File: src/rtl/sat_counter.sv
// Saturating up-counter with synchronous clear.
// Latency: count updates the cycle after inc/clr; clr has priority over inc.
// Backpressure: none; holds at all-ones once saturated.
// Ports: clk, rst (async active-high), clr, inc, count[WIDTH-1:0].
module sat_counter #(
  parameter int WIDTH = 16
) (
  input  logic             clk,
  input  logic             rst,
  input  logic             clr,
  input  logic             inc,
  output logic [WIDTH-1:0] count
);

  always_ff @(posedge clk or posedge rst) begin
    if (rst) begin
      count <= '0;
    end else if (clr) begin
      count <= '0;
    end else if (inc && (count != {WIDTH{1'b1}})) begin
      count <= count + 1'b1;
    end
  end

endmodule

File: config.mk
export PLATFORM = sky130hd
export DESIGN_NAME = sat_counter
export DESIGN_NICKNAME = d
export VERILOG_FILES = /design/src/rtl/sat_counter.sv
export SDC_FILE = /design/constraint.sdc
export NUM_CORES = 1
export LEC_CHECK = 0
export ABC_AREA = 1
export BUFFER_PORTS_ARGS = -buffer_cell sky130_fd_sc_hd__buf_4
export CAP_MARGIN = 20
export CORE_UTILIZATION = 54
export DETAILED_ROUTE_END_ITERATION = 10
export PLACE_DENSITY = 0.78
export SKIP_LAST_GASP = 1
export SLEW_MARGIN = 20
export SYNTH_ARGS = -nofsm -noshare
export SYNTH_HDL_FRONTEND = slang
export SYNTH_SLANG_ARGS = --single-unit
File: constraint.sdc
create_clock -name clk -period 2 [get_ports clk]
set_input_delay 0.2 -clock clk [delete_from_list [all_inputs] [get_ports clk]]
set_output_delay 0.2 -clock clk [all_outputs]
set_load 0.02 [all_outputs]
# == After elaboration in Yosys (flattened, before gate mapping) ==
# Index checks and enable logic that the tools add are counted.
# totals
regBits,16
in_bits,4
output_inout_bits,16
elab_cells,7
# op_classes
add_sub_neg,1
n_eq_ne,1
muxes,2
reduce_logical,2
# ops
cell,count
$mux 16,2
$add 16x1->16 const B,1
$ne 16x16->1 const B,1
$reduce_bool 2->1,1
$logic_and 1x1->1,1

# == Logic depth before layout (Yosys ltp) ==
# Gate-level depths: netlist of run 1.
# logic_depth
depth_word,4
ltp_mapped,10
depth_no_buf,9

# == Worst setup path before layout of run 1 ==
# OpenSTA, ideal clock, no wires.
# synth_timing
kind,register to register
start,register count[1]
end,register count[12]
arrival_time_ns,1.585
required_time_ns,1.934
path_slack_ns,0.350
stages_incl_launch_ff,11
path_buffers,1
period_less_slack_ns,1.650
path_cell_list,dfrtp_1 > ha_1 > nand2_2 > nor2_8 > nand2_4 > nor2_4 > nor2_2 > nor2_4 > buf_6 > nand2_1 > nand2_1
# synth_between
elab_chain_len,3
# synth_lines
item,line_no,source
from (decl),12,output logic [WIDTH-1:0] count
from (signal assigned),21,count <= count + 1'b1;
$add 16x1->16 or $ne 16x16->1 (tied branches),"21, 20",
$mux 16 or $logic_and 1x1->1 (tied branches),20,end else if (inc && (count != {WIDTH{1'b1}})) begin
$mux 16 or $reduce_bool 2->1 (tied branches),-,
# Several ways; a longest one is shown, not always the timed one. The select of a mux whose other input is x is not followed.
# A chain may end at the register's enable or synchronous reset.

# == Worst setup path after layout of run 1 ==
# layout_timing
start,register count[0]
end,register count[15]
# Same word-level chain as after synthesis.

==> summary.json, run 1 <==
{
  "logic_synthesis": {
    "postSynthCellCount": 159,
    "synth_cell_types": 24,
    "syn-num-nets": 164,
    "synth-seq-cells": 16,
    "synth.cell_area_sq_mm": 0.001084,
    "synthesis.area_per_instance_sq_um": 6.815,
    "synth-seq-area-share_pct": 36.95,
    "yosys_warnings": 0
  },
  "critical_path": {
    "critical_path.endpoint_type": "flip-flop",
    "crit_fanout": 14,
    "path_class": "flip-flop to flip-flop",
    "cp_data_required_time_ns": 2.24,
    "worst_ep_arrival_time_ns": 2.04,
    "crit_path_start_kind": "flip-flop"
  },
  "grt": {
    "antenna_found_initial": 0,
    "first_global_vias": 1030,
    "globalRouteOverflowTotal": 0,
    "grt_util_all_layers_pct": 28.57,
    "grt_first_pass_wirelength_mm": 4.381,
    "grt_max_degree": 17
  },
  "pwr": {
    "ir_drop_worst_case_vdd_mv": 0.4334,
    "power_per_cell_area_mw_per_mm2": 471.5,
    "total_power_mw": 0.6089,
    "lkg_pwr_nw": 0.7101
  },
  "timing": {
    "fin_crit_sh_pct": 89.94,
    "rsz0062_at_grt": "false",
    "clock-skew-final_ns": 0.004604,
    "post-route-min-period_ns": 1.799,
    "final_hold_viol_count": 0,
    "maxSlewViolCount": 0,
    "worst_pin_slew_ns": 0.6159,
    "setup-tns-final_ns": 0,
    "maxSlewHeadroom_pct": 58.90,
    "timing.final.setup_violations": 0,
    "fmaxAchievable_mhz": 555.9
  },
  "detailed_routing": {
    "drcViolationCount": 0,
    "post_drt_via_cell_ratio": 5.403,
    "detail-route-antenna-nets": 0,
    "wl_mm": 2.676,
    "first_pass_iters": 4,
    "drt_iter0_markers": 46,
    "routed-via-count": 1113,
    "post_drt_wl_per_cell_um": 12.99
  },
  "floorplanning": {
    "die-area_sq_mm": 0.002190,
    "die_w_um": 46.80,
    "core-area_sq_mm": 0.001802,
    "floorplan.initialDensity_pct": 60.14,
    "die_h_um": 46.80,
    "floorplan.rows": 15,
    "io-pin-count": 20
  },
  "finish": {
    "layout.cell_area.non_filler_sq_mm": 0.001291,
    "layout_commonest_cell": "nand2_1",
    "area_growth_pct": 19.17,
    "nNetsFinal": 187,
    "largest_register_ff_count": 16,
    "reg_top3": "count: 16 flops",
    "most_used_cells_in_the_layout_excluding_fill_and_tap_cells": "64 x nand2_1, 20 x buf_4, 16 x inv_1, 16 x nor2_1, 16 x dfrtp_1",
    "utilization_pct": 71.67,
    "drive_above_1_share_pct": 18.23,
    "antenna_cells_inserted": 0,
    "final_cells": 206,
    "largest_register": "count"
  },
  "place": {
    "numPortBuffers": 19,
    "post_dp_cell_area_sq_mm": 0.001245,
    "place_inst": 201,
    "globalplace.congestion": 0.8963,
    "dp.final_hpwl_mm": 1.946
  },
  "clock_tree": {
    "cts_sinks": 16,
    "clkSlewWorstSetupHoldPaths_ns": 0.10,
    "clock_buffer_count_from_cts": 3,
    "tritoncts": "done",
    "cts.htree.levels": 1,
    "clock_path_buffers": 2,
    "clock_insertion_delay_worst_skew_ns": 0.30,
    "cts_root_buf": "clkbuf_4",
    "post_cts_resized": 0
  },
  "hold_path": {
    "worst_hold_path_type": "primary input to flip-flop"
  },
  "run_status": {
    "outcome": "finished, final reports clean"
  },
  "flow_run": {
    "drv.max_cap_violation_count": 0
  }
}
## cell usage after synthesis (all sizes together)
master / instances / area (sq um)
buf: 3 / 20.01
nand2: 66 / 257.8
nor3: 1 / 5.000
xnor2: 2 / 17.52
nand3b: 2 / 15.01
a21oi: 1 / 5.000
o21ai: 2 / 10.00
dfrtp: 16 / 400.4
ha: 1 / 12.51
nor2: 22 / 126.4
xor2: 2 / 17.52
nand4: 11 / 68.82
nand3: 12 / 60.06
inv: 17 / 63.81
clkinv: 1 / 3.750
## per-layer routing
layer | routed length, um | vias to the layer above | track usage (%)
met1 | 1200 | 519 | 38.76
li1 | - | 543 | -
met2 | 1270 | 38 | 45.00
met5 | 0 | - | 0
met3 | 133 | 13 | 2.692
met4 | 72 | 0 | 15.43
## cell families after synthesis
family,synth area share [%]
buf+inv,8.082
xor+xnor,3.234
simple gates,49.19
fa+ha+maj,1.155
compound gates,1.384
flops,36.95
## critical path: stages (launching register included)
cell and delay, ns:
dfrtp_1 0.44, ha_1 0.23, nand2_2 0.10, nor2_8 0.17, nand2_4 0.07, nor2_4 0.13
nor2_2 0.09, nor2_4 0.30, nand2_1 0.11, nand2_1 0.09
## report_power, final
group / switching, mW / leakage [nW] / internal [mW]
sequential: 0.00504 / 0.222 / 0.327
clock: 0.113 / 0.0210 / 0.111
combinational: 0.0357 / 0.467 / 0.0175
total: 0.154 / 0.710 / 0.455
## final timing paths
check	from	to	slack, ns	cells after the start
max in group asynchronous	rst	count[9]	1.06	3
hold / removal	clr	count[4]	0.21	4
setup / recovery	count[0]	count[15]	0.20	9
min in group asynchronous	rst	count[0]	0.54	3
setup reg to reg	count[0]	count[15]	0.20	9
hold reg to reg	count[9]	count[9]	0.57	2
## layout make-up
cell class	instances	area (sq um)
multi-input combinational	122	595.6
timing repair buffer	21	160.2
clock buffer	4	36.28
inverter	18	67.56
tap	25	31.28
fill	164	510.5
sequential	16	400.4
## timing repair
item,in CTS,in global routing
hold endpoints to repair,16,0
setup buffers,0,0
hold buffers,1,0
## metrics by stage
step	hold slack, ns	worst slack [ns]
3_3_place_gp	0.3044	0.3615
5_1_grt	0.2340	0.07978
6_report	0.2147	0.2012
4_1_cts	0.2125	0.2168
3_5_place_dp	0.3150	0.2521
2_1_floorplan	0.1137	0.3498
(Power assumes the default switching activity.)
==> inputs of run 2 (changes only) <==
CORE_MARGIN = 2   (was unset)
TNS_END_PERCENT = 10   (was unset)
==> summary.json, run 2 (synthesis gave the netlist of run 1 again) <==
{
  "timing": {
    "maxSlewViolCount": {"value": 0, "change": "unchanged"},
    "fin_crit_sh": {"value": 84.21, "unit": "%", "change": "-5.7 points"},
    "rsz0062_at_grt": "false",
    "timing.final.setup_violations": {"value": 0, "change": "unchanged"},
    "clock-skew-final": {"value": 0.005170, "unit": "ns", "change": "+0.0005666 ns"},
    "setup-tns-final": {"value": 0, "unit": "ns", "change": "unchanged"},
    "final_hold_viol_count": {"value": 0, "change": "unchanged"},
    "worst_case_hold_slack": {"value": 0.2100, "unit": "ns", "change": "-0.004635 ns"},
    "fmaxAchievable": {"value": 593.8, "unit": "MHz", "change": "+6.8%"},
    "post-route-min-period": {"value": 1.684, "unit": "ns", "change": "-0.1146 ns"},
    "worst_pin_slew": {"value": 0.6097, "unit": "ns", "change": "-0.006204 ns"},
    "maxSlewHeadroom": {"value": 59.31, "unit": "%", "change": "+0.41 points"}
  },
  "critical_path": {
    "family_with_the_most_delay_on_the_worst_path": "simple AND/OR/NAND/NOR gates",
    "path_class": "flip-flop to flip-flop",
    "cp_data_required_time": {"value": 2.23, "unit": "ns", "change": "about the same"},
    "cell_by_cell_listing_of_the_critical_path": "ha_1, nand2_2, nor2_8, nand2_4, nor2_4, nor2_2, nor2_4, nand2_1, nand2_1",
    "crit_path_start_kind": "flip-flop",
    "critical_path.endpoint_type": "flip-flop",
    "critPathMaxStageDelay": {"value": 0.42, "unit": "ns", "change": "-0.02 ns"},
    "worst_ep_arrival_time": {"value": 1.91, "unit": "ns", "change": "-0.13 ns"},
    "crit_fanout": {"value": 14, "change": "unchanged"},
    "slowest_stage": "dfrtp_1",
    "critical_path_buf_inv_count": {"value": 0, "change": "unchanged"}
  },
  "floorplanning": {
    "core-area": {"value": 0.001922, "unit": "sq mm", "change": "+6.7%"},
    "die-area": {"value": 0.002381, "unit": "sq mm", "change": "+8.7%"},
    "floorplan.initialDensity": {"value": 56.38, "unit": "%", "change": "-3.8 points"},
    "die_h": {"value": 48.80, "unit": "um", "change": "+4.3%"},
    "io-pin-count": {"value": 20, "change": "unchanged"},
    "floorplan.rows": {"value": 16, "change": "+1"},
    "die_w": {"value": 48.80, "unit": "um", "change": "+4.3%"}
  },
  "place": {
    "dp.final_hpwl": {"value": 1.790, "unit": "mm", "change": "-8.0%"},
    "globalplace.congestion": {"value": 0.8770, "change": "-2.2%"},
    "numPortBuffers": {"value": 19, "change": "unchanged"}
  },
  "detailed_routing": {
    "drcViolationCount": {"value": 0, "change": "unchanged"},
    "first_pass_iters": {"value": 5, "change": "+1"},
    "detail-route-antenna-nets": {"value": 0, "change": "unchanged"},
    "drt_iter0_markers": {"value": 40, "change": "-13%"},
    "post_drt_via_cell_ratio": {"value": 5.264, "change": "-2.6%"},
    "post_drt_wl_per_cell": {"value": 11.45, "unit": "um", "change": "-12%"},
    "wl": {"value": 2.381, "unit": "mm", "change": "-11%"},
    "routed-via-count": {"value": 1095, "change": "-1.6%"}
  },
  "finish": {
    "reg_top3": "count: 16 flops",
    "largest_register_ff_count": {"value": 16, "change": "unchanged"},
    "n_fill_cell": {"value": 191, "change": "+16%"},
    "nNetsFinal": {"value": 187, "change": "unchanged"},
    "area_growth_pct": 19.40,
    "multi_input_area": {"value": 595.6, "unit": "sq um", "change": "unchanged"},
    "largest_register": "count",
    "most_used_cells_in_the_layout_excluding_fill_and_tap_cells": "64 x nand2_1, 20 x buf_4, 16 x inv_1, 16 x nor2_1, 16 x dfrtp_1",
    "utilization": {"value": 67.32, "unit": "%", "change": "-4.3 points"},
    "layout_commonest_cell": "nand2_1",
    "ff_latch_area": {"value": 400.4, "unit": "sq um", "change": "unchanged"},
    "drive_above_1_share": {"value": 18.23, "unit": "%", "change": "unchanged"},
    "antenna_cells_inserted": {"value": 0, "change": "unchanged"}
  },
  "clock_tree": {
    "post_cts_resized": {"value": 0, "change": "unchanged"},
    "postCtsSetupBuffers": {"value": 0, "change": "unchanged"},
    "clock_buffer_count_from_cts": {"value": 3, "change": "unchanged"},
    "clock_path_buffers": {"value": 2, "change": "unchanged"},
    "clkSlewWorstSetupHoldPaths": {"value": 0.10, "unit": "ns", "change": "about the same"},
    "clock_insertion_delay_worst_skew": {"value": 0.29, "unit": "ns", "change": "about the same"},
    "cts_sinks": {"value": 16, "change": "unchanged"},
    "cts_root_buf": "clkbuf_4",
    "tritoncts": "done",
    "cts.htree.levels": {"value": 1, "change": "unchanged"}
  },
  "pwr": {
    "lkg_pwr": {"value": 0.7101, "unit": "nW", "change": "unchanged"},
    "power_per_cell_area": {"value": 462.7, "unit": "mW/mm^2", "change": "-1.9%"},
    "ir_drop_worst_case_vdd": {"value": 0.3249, "unit": "mV", "change": "-25%"}
  },
  "hold_path": {
    "worst_hold_path_type": "primary input to flip-flop"
  },
  "grt": {
    "grt_first_pass_wirelength": {"value": 4.119, "unit": "mm", "change": "-6.0%"},
    "first_global_vias": {"value": 960, "change": "-6.8%"},
    "grt_util_all_layers": {"value": 22.16, "unit": "%", "change": "-6.4 points"},
    "antenna_found_initial": {"value": 0, "change": "unchanged"},
    "globalRouteOverflowTotal": {"value": 0, "change": "unchanged"},
    "grt_max_degree": {"value": 17, "change": "unchanged"}
  },
  "flow_run": {
    "drv.max_cap_violation_count": {"value": 0, "change": "unchanged"}
  },
  "run_status": {
    "outcome": "finished, final reports clean"
  }
}
## run 2: timing repair
item / 4_1_cts / 5_1_grt
hold endpoints to repair: 16 / 0
endpoints found under the setup margin: 0 / 0
hold buffers: 1 / 0
## run 2: tightest hold or removal path, cell delays in order
cell	delay, ns
buf_4	0.11
nor3_1	0.06
nand2_1	0.06
nand2_1	0.04
## run 2: path summary, 6_finish.rpt
path | startpoint | endpoint | slack [ns] | cells after the start
setup reg to reg | count[0] | count[12] | 0.32 | 9
hold / removal | clr | count[15] | 0.21 | 4
max in group asynchronous | rst | count[10] | 1.07 | 3
min in group asynchronous | rst | count[4] | 0.53 | 3
hold reg to reg | count[1] | count[1] | 0.56 | 2
setup / recovery | count[0] | count[12] | 0.32 | 9
## run 2: area by class of cell
cell class	count	area share, %
Clock buffer	4	2.805
Sequential cell	16	30.95
Inverter	18	5.222
Timing Repair Buffer	21	12.38
Multi-Input combinational cell	122	46.03
Tap cell	27	2.611
## run 2: metal layers
metal	track usage [%]	vias up	wire length, um
li1	-	546	-
met2	37.44	37	1139
met3	3.374	6	149
met5	0	-	0
met1	28.60	506	1053
met4	8.571	0	39
## run 2: through the flow
step	instances	area, sq um	worst slack (ns)	total power [mW]
after CTS	208	1294	0.3181	0.6053
after floorplan	159	1084	0.3498	0.3705
final	208	1294	0.3158	0.5986
after global routing	208	1294	0.1498	0.6314
after detailed placement	203	1247	0.3501	0.3888
after global placement	203	1247	0.3799	0.3886
## run 2: where the power goes
group | switching, mW | internal (mW) | total (mW)
Clock | 0.104 | 0.111 | 0.215
Combinational | 0.0347 | 0.0175 | 0.0521
Sequential | 0.00454 | 0.327 | 0.331
==> inputs of run 3 (changes only) <==
CORE_UTILIZATION = 49   (was 54)
PLACE_DENSITY = 0.74   (was 0.78)
clock period = 1.5 ns   (was 2 ns; I/O delays follow)
==> summary.json, run 3 (synthesis gave the netlist of run 1 again) <==
{
  "pwr": {
    "ir_drop_worst_case_vdd": {"value": 0.5415, "unit": "mV", "change": "+67%"},
    "total_power": {"value": 0.8348, "unit": "mW", "change": "+39%"},
    "cellInternalPower": {"value": 0.6241, "unit": "mW", "change": "+37%"},
    "power_frac_clock": {"value": 35.8, "unit": "%", "change": "-0.2 points"},
    "seq_power_share": {"value": 52.9, "unit": "%", "change": "-2.4 points"},
    "switching_share": {"value": 25.24, "unit": "%", "change": "+1.3 points"},
    "power.net_switching": {"value": 0.2107, "unit": "mW", "change": "+47%"},
    "lkg_pwr": {"value": 0.8420, "unit": "nW", "change": "+19%"},
    "power_per_cell_area": {"value": 555.5, "unit": "mW/mm^2", "change": "+20%"},
    "combPwrFrac": {"value": 11.3, "unit": "%", "change": "+2.6 points"}
  },
  "place": {
    "place_inst": {"value": 225, "change": "+11%"},
    "globalplace.congestion": {"value": 0.8991, "change": "+2.5%"},
    "post_dp_cell_area": {"value": 0.001426, "unit": "sq mm", "change": "+14%"},
    "preCtsSetupSlack": {"value": 0.01594, "unit": "ns", "change": "-0.3341 ns"},
    "numPortBuffers": {"value": 19, "change": "unchanged"},
    "dp.final_hpwl": {"value": 2.141, "unit": "mm", "change": "+20%"}
  },
  "grt": {
    "grt_util_met2": {"value": 42.21, "unit": "%", "change": "+4.8 points"},
    "global_route.usage.met3": {"value": 4.094, "unit": "%", "change": "+0.72 points"},
    "antenna_found_initial": {"value": 0, "change": "unchanged"},
    "groute.layer.met1.usage": {"value": 33.02, "unit": "%", "change": "+4.4 points"},
    "globalRouteOverflowTotal": {"value": 0, "change": "unchanged"},
    "grt_max_degree": {"value": 17, "change": "unchanged"},
    "globalRoute.busiestLayer": "met2",
    "first_global_vias": {"value": 1136, "change": "+18%"},
    "grt_first_pass_wirelength": {"value": 4.981, "unit": "mm", "change": "+21%"},
    "grt_util_all_layers": {"value": 25.19, "unit": "%", "change": "+3.0 points"}
  },
  "clock_tree": {
    "clock_buffer_count_from_cts": {"value": 3, "change": "unchanged"},
    "clock_path_buffers": {"value": 2, "change": "unchanged"},
    "clock_insertion_delay_worst_skew": {"value": 0.30, "unit": "ns", "change": "about the same"},
    "cts_sinks": {"value": 16, "change": "unchanged"},
    "tritoncts": "done",
    "clkSlewWorstSetupHoldPaths": {"value": 0.10, "unit": "ns", "change": "about the same"},
    "cts_root_buf": "clkbuf_4",
    "cts.htree.levels": {"value": 1, "change": "unchanged"}
  },
  "finish": {
    "nNetsFinal": {"value": 209, "change": "+12%"},
    "drive_above_1_share": {"value": 29.56, "unit": "%", "change": "+11 points"},
    "most_used_cells_in_the_layout_excluding_fill_and_tap_cells": "64 x nand2_1, 41 x buf_4, 16 x inv_1",
    "utilization": {"value": 69.95, "unit": "%", "change": "+2.6 points"},
    "largest_register_ff_count": {"value": 16, "change": "unchanged"},
    "layout_commonest_cell": "nand2_1",
    "area_growth_pct": 38.68,
    "largest_register": "count",
    "reg_top3": "count: 16 flops",
    "final_cells": {"value": 231, "change": "+11%"},
    "layout.cell_area.non_filler": {"value": 0.001503, "unit": "sq mm", "change": "+16%"},
    "antenna_cells_inserted": {"value": 0, "change": "unchanged"}
  },
  "detailed_routing": {
    "wl": {"value": 2.859, "unit": "mm", "change": "+20%"},
    "detail-route-antenna-nets": {"value": 0, "change": "unchanged"},
    "first_pass_iters": {"value": 4, "change": "-1"},
    "post_drt_wl_per_cell": {"value": 12.38, "unit": "um", "change": "+8.1%"},
    "post_drt_via_cell_ratio": {"value": 5.108, "change": "-3.0%"},
    "routed-via-count": {"value": 1180, "change": "+7.8%"},
    "drt_iter0_markers": {"value": 31, "change": "-23%"},
    "drcViolationCount": {"value": 0, "change": "unchanged"}
  },
  "critical_path": {
    "worst_ep_arrival_time": {"value": 1.63, "unit": "ns", "change": "-0.28 ns"},
    "crit_fanout": {"value": 7, "change": "-7"},
    "path_class": "flip-flop to flip-flop",
    "slowest_stage": "dfrtp_2",
    "critPathMaxStageDelay": {"value": 0.40, "unit": "ns", "change": "-0.02 ns"},
    "critical_path.endpoint_type": "flip-flop",
    "cp_data_required_time": {"value": 1.69, "unit": "ns", "change": "-0.54 ns"},
    "cell_by_cell_listing_of_the_critical_path": "ha_4, nand2_4, nor2_8, buf_4, nand2_1, nor2_2, nand3_1, nand2_1, nor2_1",
    "critical-path-top-cell-by-count": "nand2_1",
    "crit_path_start_kind": "flip-flop"
  },
  "floorplanning": {
    "die-area": {"value": 0.002604, "unit": "sq mm", "change": "+9.3%"},
    "die_w": {"value": 51.03, "unit": "um", "change": "+4.6%"},
    "floorplan.rows": {"value": 17, "change": "+1"},
    "floorplan.initialDensity": {"value": 50.44, "unit": "%", "change": "-5.9 points"},
    "io-pin-count": {"value": 20, "change": "unchanged"},
    "core-area": {"value": 0.002148, "unit": "sq mm", "change": "+12%"},
    "die_h": {"value": 51.03, "unit": "um", "change": "+4.6%"}
  },
  "timing": {
    "worst_pin_slew": {"value": 0.6174, "unit": "ns", "change": "+0.007714 ns"},
    "post-route-min-period": {"value": 1.438, "unit": "ns", "change": "-0.2463 ns"},
    "rsz0062_at_grt": "true",
    "maxSlewViolCount": {"value": 0, "change": "unchanged"},
    "final_hold_viol_count": {"value": 0, "change": "unchanged"},
    "fin_crit_sh": {"value": 95.86, "unit": "%", "change": "+12 points"},
    "clock-skew-final": {"value": 0.005101, "unit": "ns", "change": "-0.00006936 ns"},
    "worst_case_hold_slack": {"value": 0.1567, "unit": "ns", "change": "-0.05331 ns"},
    "final.setup.worst_slack": {"value": 0.06212, "unit": "ns", "change": "-0.2537 ns"},
    "maxSlewHeadroom": {"value": 58.80, "unit": "%", "change": "-0.51 points"},
    "fmaxAchievable": {"value": 695.5, "unit": "MHz", "change": "+17%"},
    "setup-tns-final": {"value": 0, "unit": "ns", "change": "unchanged"},
    "timing.final.setup_violations": {"value": 0, "change": "unchanged"}
  },
  "hold_path": {
    "worst_hold_path_type": "primary input to flip-flop"
  },
  "run_status": {
    "outcome": "finished, final reports clean"
  },
  "flow_run": {
    "drv.max_cap_violation_count": {"value": 0, "change": "unchanged"}
  }
}
[run 3: cell types whose count changed in the layout (fill, tap and decap cells not counted), sizes merged]
| cell | previous run | this run |
|---|---|---|
| buf | 20 | 42 |
[run 3: path summary, 6_finish.rpt]
check / from / to / slack, ns / cells after the start
min reg2reg: count[3] / count[3] / 0.59 / 2
max in group asynchronous: rst / count[1] / 0.58 / 3
max reg2reg: count[1] / count[14] / 0.06 / 9
min in group asynchronous: rst / count[7] / 0.49 / 3
max: count[1] / count[14] / 0.06 / 9
min: clr / count[15] / 0.16 / 4
[run 3: critical path, delay by kind of cell (launching register included)]
family	cells	cell delay, ns
AND/OR/NAND/NOR	7	0.62
flip-flops	1	0.40
buffers and inverters	1	0.16
adder cells (fa/ha/maj)	1	0.16
[run 3: what timing repair did]
action / CTS / global route
setup buffers: 0 / 1
pin swaps: 1 / 2
setup endpoints to repair: 10 / 16
hold buffers: 1 / 0
gates resized for setup: 0 / 3
hold endpoints to repair: 16 / 0
[run 3: area by class of cell]
| type | count | area [sq um] |
|---|---|---|
| inverters | 18 | 67.56 |
| repair buffers | 43 | 337.8 |
| flip-flops and latches | 16 | 402.9 |
| well taps | 28 | 35.03 |
| fillers | 180 | 645.6 |
| clock buffers | 4 | 36.28 |
| multi-input cells | 122 | 623.1 |
[run 3: per-layer routing]
metal  part of all wire [%]  wire [um]
met5                      0          0
met1                     43       1216
met4                    2.3         66
met3                    5.8        165
met2                     49       1411
[run 3: power groups by stage]
stage / logic, mW / clock network [mW] / registers (mW)
2_1_floorplan: 0.0415 / 0 / 0.458
3_3_place_gp: 0.0824 / 0 / 0.450
3_5_place_dp: 0.0845 / 0 / 0.451
4_1_cts: 0.0874 / 0.294 / 0.442
5_1_grt: 0.104 / 0.321 / 0.443
6_report: 0.0942 / 0.299 / 0.442
